### src/rtl/rf_pkg.sv
// Shared register-file definitions for the write-back / decode slice.
package rf_pkg;
  localparam int unsigned NUM_REGS = 32;
  localparam logic [4:0]  REG_ZERO = 5'd0;
  localparam logic [4:0]  REG_LINK = 5'd31;

  typedef logic [4:0]  reg_addr_t;
  typedef logic [31:0] reg_data_t;
endpackage

### src/rtl/reg_file_wb_decode_dec5_32.sv
// Combinational 5-to-32 one-hot decoder; all-zero output when en is low.
module dec5_32 #(
  parameter int unsigned ADDR_W = 5
) (
  input  logic                   en,
  input  logic [ADDR_W-1:0]      addr,
  output logic [2**ADDR_W-1:0]   onehot
);

  always_comb begin
    onehot = '0;
    if (en) onehot[addr] = 1'b1;
  end

endmodule

### src/rtl/reg_file_wb_decode.sv
// Write-back register file: one-hot write decode, two bypassed synchronous
// read ports and a pending-write scoreboard driving the RAW hazard flag.
module reg_file_wb_decode
  import rf_pkg::*;
#(
  parameter int unsigned DATA_W = 32,
  parameter int unsigned ADDR_W = 5
) (
  input  logic              clk,
  input  logic              rst,
  input  logic              iss_valid,
  input  logic [ADDR_W-1:0] iss_rd,
  input  logic              wb_en,
  input  logic [ADDR_W-1:0] wb_addr,
  input  logic [DATA_W-1:0] wb_data,
  input  logic              rd_en,
  input  logic [ADDR_W-1:0] ra_addr,
  input  logic [ADDR_W-1:0] rb_addr,
  output logic [DATA_W-1:0] ra_data,
  output logic [DATA_W-1:0] rb_data,
  output logic              rd_valid,
  output logic              hazard
);

  localparam int unsigned      NREGS     = 2**ADDR_W;
  localparam logic [NREGS-1:0] ZERO_MASK = NREGS'(1);
  localparam logic [ADDR_W-1:0] ZERO_ADDR = ADDR_W'(REG_ZERO);

  logic [DATA_W-1:0] regs [NREGS];
  logic [NREGS-1:0]  sb;
  logic [NREGS-1:0]  we_raw, we;
  logic [NREGS-1:0]  set_raw, sb_set, sb_clr;
  logic              bypass_a, bypass_b;
  logic [DATA_W-1:0] ra_next, rb_next;

  dec5_32 #(.ADDR_W(ADDR_W)) u_dec_we (
    .en     (wb_en),
    .addr   (wb_addr),
    .onehot (we_raw)
  );

  dec5_32 #(.ADDR_W(ADDR_W)) u_dec_set (
    .en     (iss_valid),
    .addr   (iss_rd),
    .onehot (set_raw)
  );

  dec5_32 #(.ADDR_W(ADDR_W)) u_dec_clr (
    .en     (wb_en),
    .addr   (wb_addr),
    .onehot (sb_clr)
  );

  // Register 0 is hardwired: never written, never reserved.
  assign we     = we_raw  & ~ZERO_MASK;
  assign sb_set = set_raw & ~ZERO_MASK;

  assign bypass_a = wb_en && (wb_addr == ra_addr) && (ra_addr != ZERO_ADDR);
  assign bypass_b = wb_en && (wb_addr == rb_addr) && (rb_addr != ZERO_ADDR);

  // A write-back landing this cycle resolves the hazard it would have raised.
  assign hazard = (sb[ra_addr] & ~bypass_a) | (sb[rb_addr] & ~bypass_b);

  always_comb begin
    ra_next = regs[ra_addr];
    rb_next = regs[rb_addr];
    if (bypass_a) ra_next = wb_data;
    if (bypass_b) rb_next = wb_data;
    if (ra_addr == ZERO_ADDR) ra_next = '0;
    if (rb_addr == ZERO_ADDR) rb_next = '0;
  end

  always_ff @(posedge clk or posedge rst) begin
    if (rst) begin
      for (int i = 0; i < int'(NREGS); i++) regs[i] <= '0;
    end else begin
      for (int i = 0; i < int'(NREGS); i++) begin
        if (we[i]) regs[i] <= wb_data;
      end
    end
  end

  // Set after clear so a new reservation outlives an older write-back.
  always_ff @(posedge clk or posedge rst) begin
    if (rst) sb <= '0;
    else     sb <= (sb & ~sb_clr) | sb_set;
  end

  always_ff @(posedge clk or posedge rst) begin
    if (rst) begin
      ra_data  <= '0;
      rb_data  <= '0;
      rd_valid <= 1'b0;
    end else begin
      rd_valid <= rd_en;
      if (rd_en) begin
        ra_data <= ra_next;
        rb_data <= rb_next;
      end
    end
  end

endmodule

### config.mk
export PLATFORM = sky130hd
export DESIGN_NAME = reg_file_wb_decode
export DESIGN_NICKNAME = d
export VERILOG_FILES = /design/src/rtl/rf_pkg.sv /design/src/rtl/reg_file_wb_decode_dec5_32.sv /design/src/rtl/reg_file_wb_decode.sv
export SDC_FILE = /design/constraint.sdc
export NUM_CORES = 2
export LEC_CHECK = 0
export ABC_AREA = 1
export CAP_MARGIN = 25
export CORE_MARGIN = 10
export CORE_UTILIZATION = 45
export CTS_CLUSTER_DIAMETER = 50
export DETAILED_ROUTE_END_ITERATION = 6
export DONT_BUFFER_PORTS = 1
export GPL_TIMING_DRIVEN = 1
export PLACE_DENSITY = 0.62
export SETUP_SLACK_MARGIN = 0.02
export SYNTH_ARGS = -nofsm -noshare
export SYNTH_HDL_FRONTEND = slang
export SYNTH_SLANG_ARGS = --single-unit
### constraint.sdc
create_clock -name clk -period 73.3 [get_ports clk]
set_input_delay 10.995 -clock clk [delete_from_list [all_inputs] [get_ports clk]]
set_output_delay 10.995 -clock clk [all_outputs]
set_load 0.1 [all_outputs]
* Word-level counts from Yosys, hierarchy flattened *
Cells that the tools add are included.

storage, ports and cells
  register bits after elaboration = 1089
  output and inout bits = 66
  word-level logic and storage cells = 85

operators by class
  order comparisons = 8
  equal/unequal tests = 2
  mux-type cells = 20
  bitwise operators = 10
  reduce and logical (&&, ||, !) cells = 10

operator list
  kind                                                               count
  binary-select mux 32 bit (select 5 bit)                            2
  two-way mux 32 bit                                                 10
  bitwise AND 32 bit                                                 1
  inverter 32 bit                                                    1
  OR 32 bit                                                          1
  less-than comparator 5 x 6 -> 1 bit, second input constant         4
  greater-or-equal comparator 6 bit, second input constant           2
  inverter 5 -> 6 bit                                                2
  binary-select mux 1 bit (select 5 bit)                             2
  demux 1 bit (select 5 bit)                                         2
  == test 5 bit                                                      2
  greater-or-equal comparator 5 x 1 -> 1 bit, second input constant  2
  zero test 5 bit                                                    2
  nonzero test 5 bit                                                 2
  logical AND 1 bit                                                  6
  two-way mux 1 bit                                                  4
  bitwise AND 1 bit                                                  2
  inverter 1 bit                                                     2
  OR 1 bit                                                           1

* Logic depth before layout (Yosys ltp) *
  depth in word-level cells = 8
  depth in mapped cells = 15
  depth with buffers taken out = 11

* Modules after synthesis *
A second synthesis with hierarchy kept.

unflattened totals
  cell total of the unflattened synthesis = 7979
  area, all modules = 62212.2 um2

modules (own cells, without submodules)
  module              instances  cells an instance  area each (um2)  sequential area each (um2)
  reg_file_wb_decode  1          7829               61611.6          27251.1
  dec5_32             3          50                 200.2            0.0

* Worst setup path after synthesis *
Ideal clock, no wire load.

  kind = input-to-output
  start point = input port ra_addr[0]
  end point = output port hazard
  data arrival time = 12711 ps
  data required time = 62305 ps
  path slack = 49594 ps
  stages = 13
  buffers on the path = 4
  cell sequence = buf_4 > inv_2 > buf_4 > buf_4 > buf_2 > nand2_1 > nand3_1 > nand3_1 > nand3_1 > nand3_1 > nand2_1 > nand3_1 > nand2_1

on the way
  cells in the longest elaborated chain, start to end = 6

ends and longest elaborated chain
  element                                                                                         RTL line                  text
  start, declared                                                                                 reg_file_wb_decode.sv:17  input logic [ADDR_W-1:0] ra_addr,
  parallel branches: the longest is 4 deep, another holds binary-select mux 1 bit (select 5 bit)  -
  bitwise AND 1 bit (*)                                                                           reg_file_wb_decode.sv:62  assign hazard = (sb[ra_addr] & ~bypass_a) | (sb[rb_addr] & ~bypass_b);
  OR 1 bit (*)                                                                                    reg_file_wb_decode.sv:62
  end, declared                                                                                   reg_file_wb_decode.sv:22  output logic hazard

Every way passes the cells marked *. The select of a mux whose other input is x is not followed.

* Worst setup path in the final report *
Ends and elaborated chain as after synthesis.

==> results.py <==
metrics = {
    "yosys": {
        "ys_types": 27,
        "synth.net_count": 8683,
        "netlist_area_um2": 60000,
        "netlist_top_cells_area": "dfrtp_1 (45%), nand2_1 (21%), nand3_1 (12%)",
        "synth_top_cell_by_area": "dfrtp_1",
        "seq_area_frac_synth": 0.454,
        "synth.top_cells.by_count": "nand2_1 (3360), nand3_1 (1456), dfrtp_1 (1089)",
        "async_flop_share": 1.00,
        "ys_ff_latch": 1089,
        "synth-edff-count": 0,
        "syn_inst": 8626,
        "ys.flop_type": "dfrtp_1",
        "yosysMostFrequentCell": "nand2_1",
        "syn_avg_cell_area_um2": 6.96,
        "yosysTopAreaCellShare": 0.454,
        "ys_warn_count": 0,
    },
    "timing": {
        "relSlewSlack": -0.512,
        "maxSlewViolCount": 598,
        "fin_tns_setup_ns": 0,
        "tightest_slew_ns": 2.27,
        "max_freq_mhz": 38.7,
        "setup_viol": 0,
        "skew_ns": 0.0415,
        "hold_viol": 0,
        "rsz0062_at_grt": "false",
        "fin_crit_sh": 0.352,
        "min_period_ns": 25.81,
    },
    "power": {
        "sequentialPowerShare": 0.450,
        "clockPowerShare": 0.379,
        "power_frac_comb": 0.171,
        "powerDensity_nw_per_um2": 29.1,
        "swShare": 0.325,
        "power_switching_uw": 613,
        "p_leak_uw": 0.0300,
        "p_int_uw": 1270,
        "peakVddDrop_mv": 0.0191,
    },
    "grt": {
        "grt_max_degree": 561,
        "antenna_found_initial": 9,
        "grt-ovfl-total": 0,
        "grt_first_pass_wirelength_um": 366000,
        "grt_pass1_vias": 55400,
        "track_usage": 0.323,
    },
    "hold_path": {
        "hold_end": "regs[99]",
        "hold_path_class": "flop to flop",
        "min_from": "regs[99]",
        "whs_path_depth": 2,
    },
    "route": {
        "wl_per_cell_um": 24.4,
        "vias": 59800,
        "top_layer": "met5",
        "wl_met1_um": 99400,
        "drtPass1Iterations": 7,
        "route.met3.wl_um": 30800,
        "dr.first_iter.drc_count": 8838,
        "viasPerCell": 5.98,
        "drcViolationCount": 2,
        "ant_nets": 0,
        "routed-wl-met2_um": 102000,
        "drt-total-wl_um": 244000,
    },
    "run_status": {
        "violations": "design-rule violations, max-slew violations",
        "outcome": "complete, but fails checks",
    },
    "floorplanning": {
        "core_um2": 132000,
        "rows": 133,
        "fp.dieW_um": 385,
        "initial_core_util": 0.455,
        "dieArea_um2": 148000,
        "die_h_um": 385,
        "io_pins": 123,
    },
    "layout": {
        "fin_nets": 8191,
        "syn_to_final_growth_pct": 7.82,
        "n_fill_cell": 13100,
        "finish.instance_area_um2": 64700,
        "drive_gt1_frac": 0.0455,
    },
    "worst_setup_path": {
        "required_ns": 62.31,
        "cp-start-kind": "input pin",
        "arrival_ns": 14.82,
        "r2r-end": "rb_data[29]",
        "r2r_cells": 10,
        "worstPathMaxFanout": 559,
        "r2r_slack_ns": 71.40,
        "critical_path_class": "input pin to output port",
        "r2r_start": "regs[349]",
        "crit_path_end_kind": "output port",
    },
    "placed_design": {
        "placed_cell_area_um2": 59800,
        "detailedPlacementHpwl_um": 131000,
        "place_congestion": 0.889,
        "io_buffer_count": 0,
    },
    "clock_network": {
        "tritoncts": "built",
        "clock-sinks": 1089,
        "cts_resized": 0,
        "insertion_delay_ns": 0.80,
        "clk_pin_slew_worst_paths_ns": 0.05,
        "cts-root-buf": "clkbuf_16",
        "htreeDepth": 4,
        "cts_buffers": 140,
        "clockBufferDepth": 3,
        "cts_setup_buffers": 0,
        "cts_hold_buf": 0,
    },
    "job": {
        "maxCapViolations": 0,
    },
}
## worst max-delay path: stages
cell,delay [ns]
inv_8,1.14
buf_4,0.68
nand2_1,0.12
nand3_1,0.10
nand3_1,0.09
nand3_1,0.13
nand3_1,0.11
nand2_1,0.08
nand3_1,0.08
nand2_1,0.10
buf_4,0.34
## layout make-up
cell class                      instances  area [um2]  share of cell area
Antenna cell                            5        12.5            0.000193
Clock buffer                          193        4030              0.0623
Clock inverter                         53         692              0.0107
Inverter                              319        1240              0.0192
Multi-Input combinational cell       6493       28400               0.439
Sequential cell                      1089       27300               0.421
Tap cell                             1755        2200              0.0339
Timing Repair Buffer                   91         873              0.0135
## registers in the layout, indices dropped and copies added (netlist names)
signal and cells:
rb_data 32, ra_data 32, regs 992, sb 32
rd_valid 1
## routing by layer
metal | GRT usage | vias to the layer above
li1 | - | 27100
met1 | 0.446 | 28300
met2 | 0.470 | 3634
met3 | 0.0873 | 722
met4 | 0.144 | 8
met5 | 0 | -
## cells in the final DEF (no fill, tap or decap)
cell	n
inv_1	273
o21a_1	1
buf_16	7
clkinvlp_4	6
nand2_1	3357
o21ai_1	206
diode_2	5
or2_0	1
clkbuf_8	16
nand3_1	1456
a21oi_1	226
o211ai_1	140
dfrtp_1	1089
nand4_1	3
clkbuf_16	148
buf_4	80
or2_1	2
inv_6	6
clkinv_2	25
clkinv_8	1
inv_16	1
a21boi_0	1
bufinv_16	13
nor3_2	3
clkinv_4	5
and3_1	2
buf_12	4
nor2_4	14
inv_8	8
nor2_1	302
o22ai_1	1
o21ai_0	767
inv_2	32
clkinv_1	2
nand2_2	3
nor3_1	5
clkbuf_1	29
nor2_2	3
## cell families after synthesis
kind of cell,Yosys count,synth area share
buf+inv,1044,0.0734
flops,1089,0.454
simple gates,5151,0.355
compound gates,1342,0.118
## power by group through the flow
stage	combinational (uW)	clock, uW	sequential [uW]
after global routing	370	746	862
final	322	714	848
after floorplan	255	0	835
after global placement	305	0	852
after CTS	316	719	844
after detailed placement	315	0	853
## how the worst max path moves through the flow
stage | start | end | slack, ns | cells after the start
after floorplan | rst | ra_data[0] | 31.65 | 1
after global placement | rb_addr[2] | hazard | 48.44 | 12
after detailed placement | ra_addr[2] | hazard | 48.38 | 9
after CTS | ra_addr[2] | hazard | 48.37 | 9
after global routing | ra_addr[0] | hazard | 48.09 | 11
final | ra_addr[0] | hazard | 47.49 | 11
## stage by stage
stage                      util  total power, uW  hold WS (ns)  worst slack (ns)  std cells
after floorplan               -             1090         0.470             31.65       8626
after global placement    0.453             1160         0.486             48.44       9738
after detailed placement  0.453             1170         0.491             48.38       9742
after CTS                 0.489             1880         0.505             48.37       9988
after global routing      0.490             1980         0.523             48.09       9993
final                     0.490             1880         0.506             47.49       9998
Note: power is estimated with default switching activity, not from simulation.
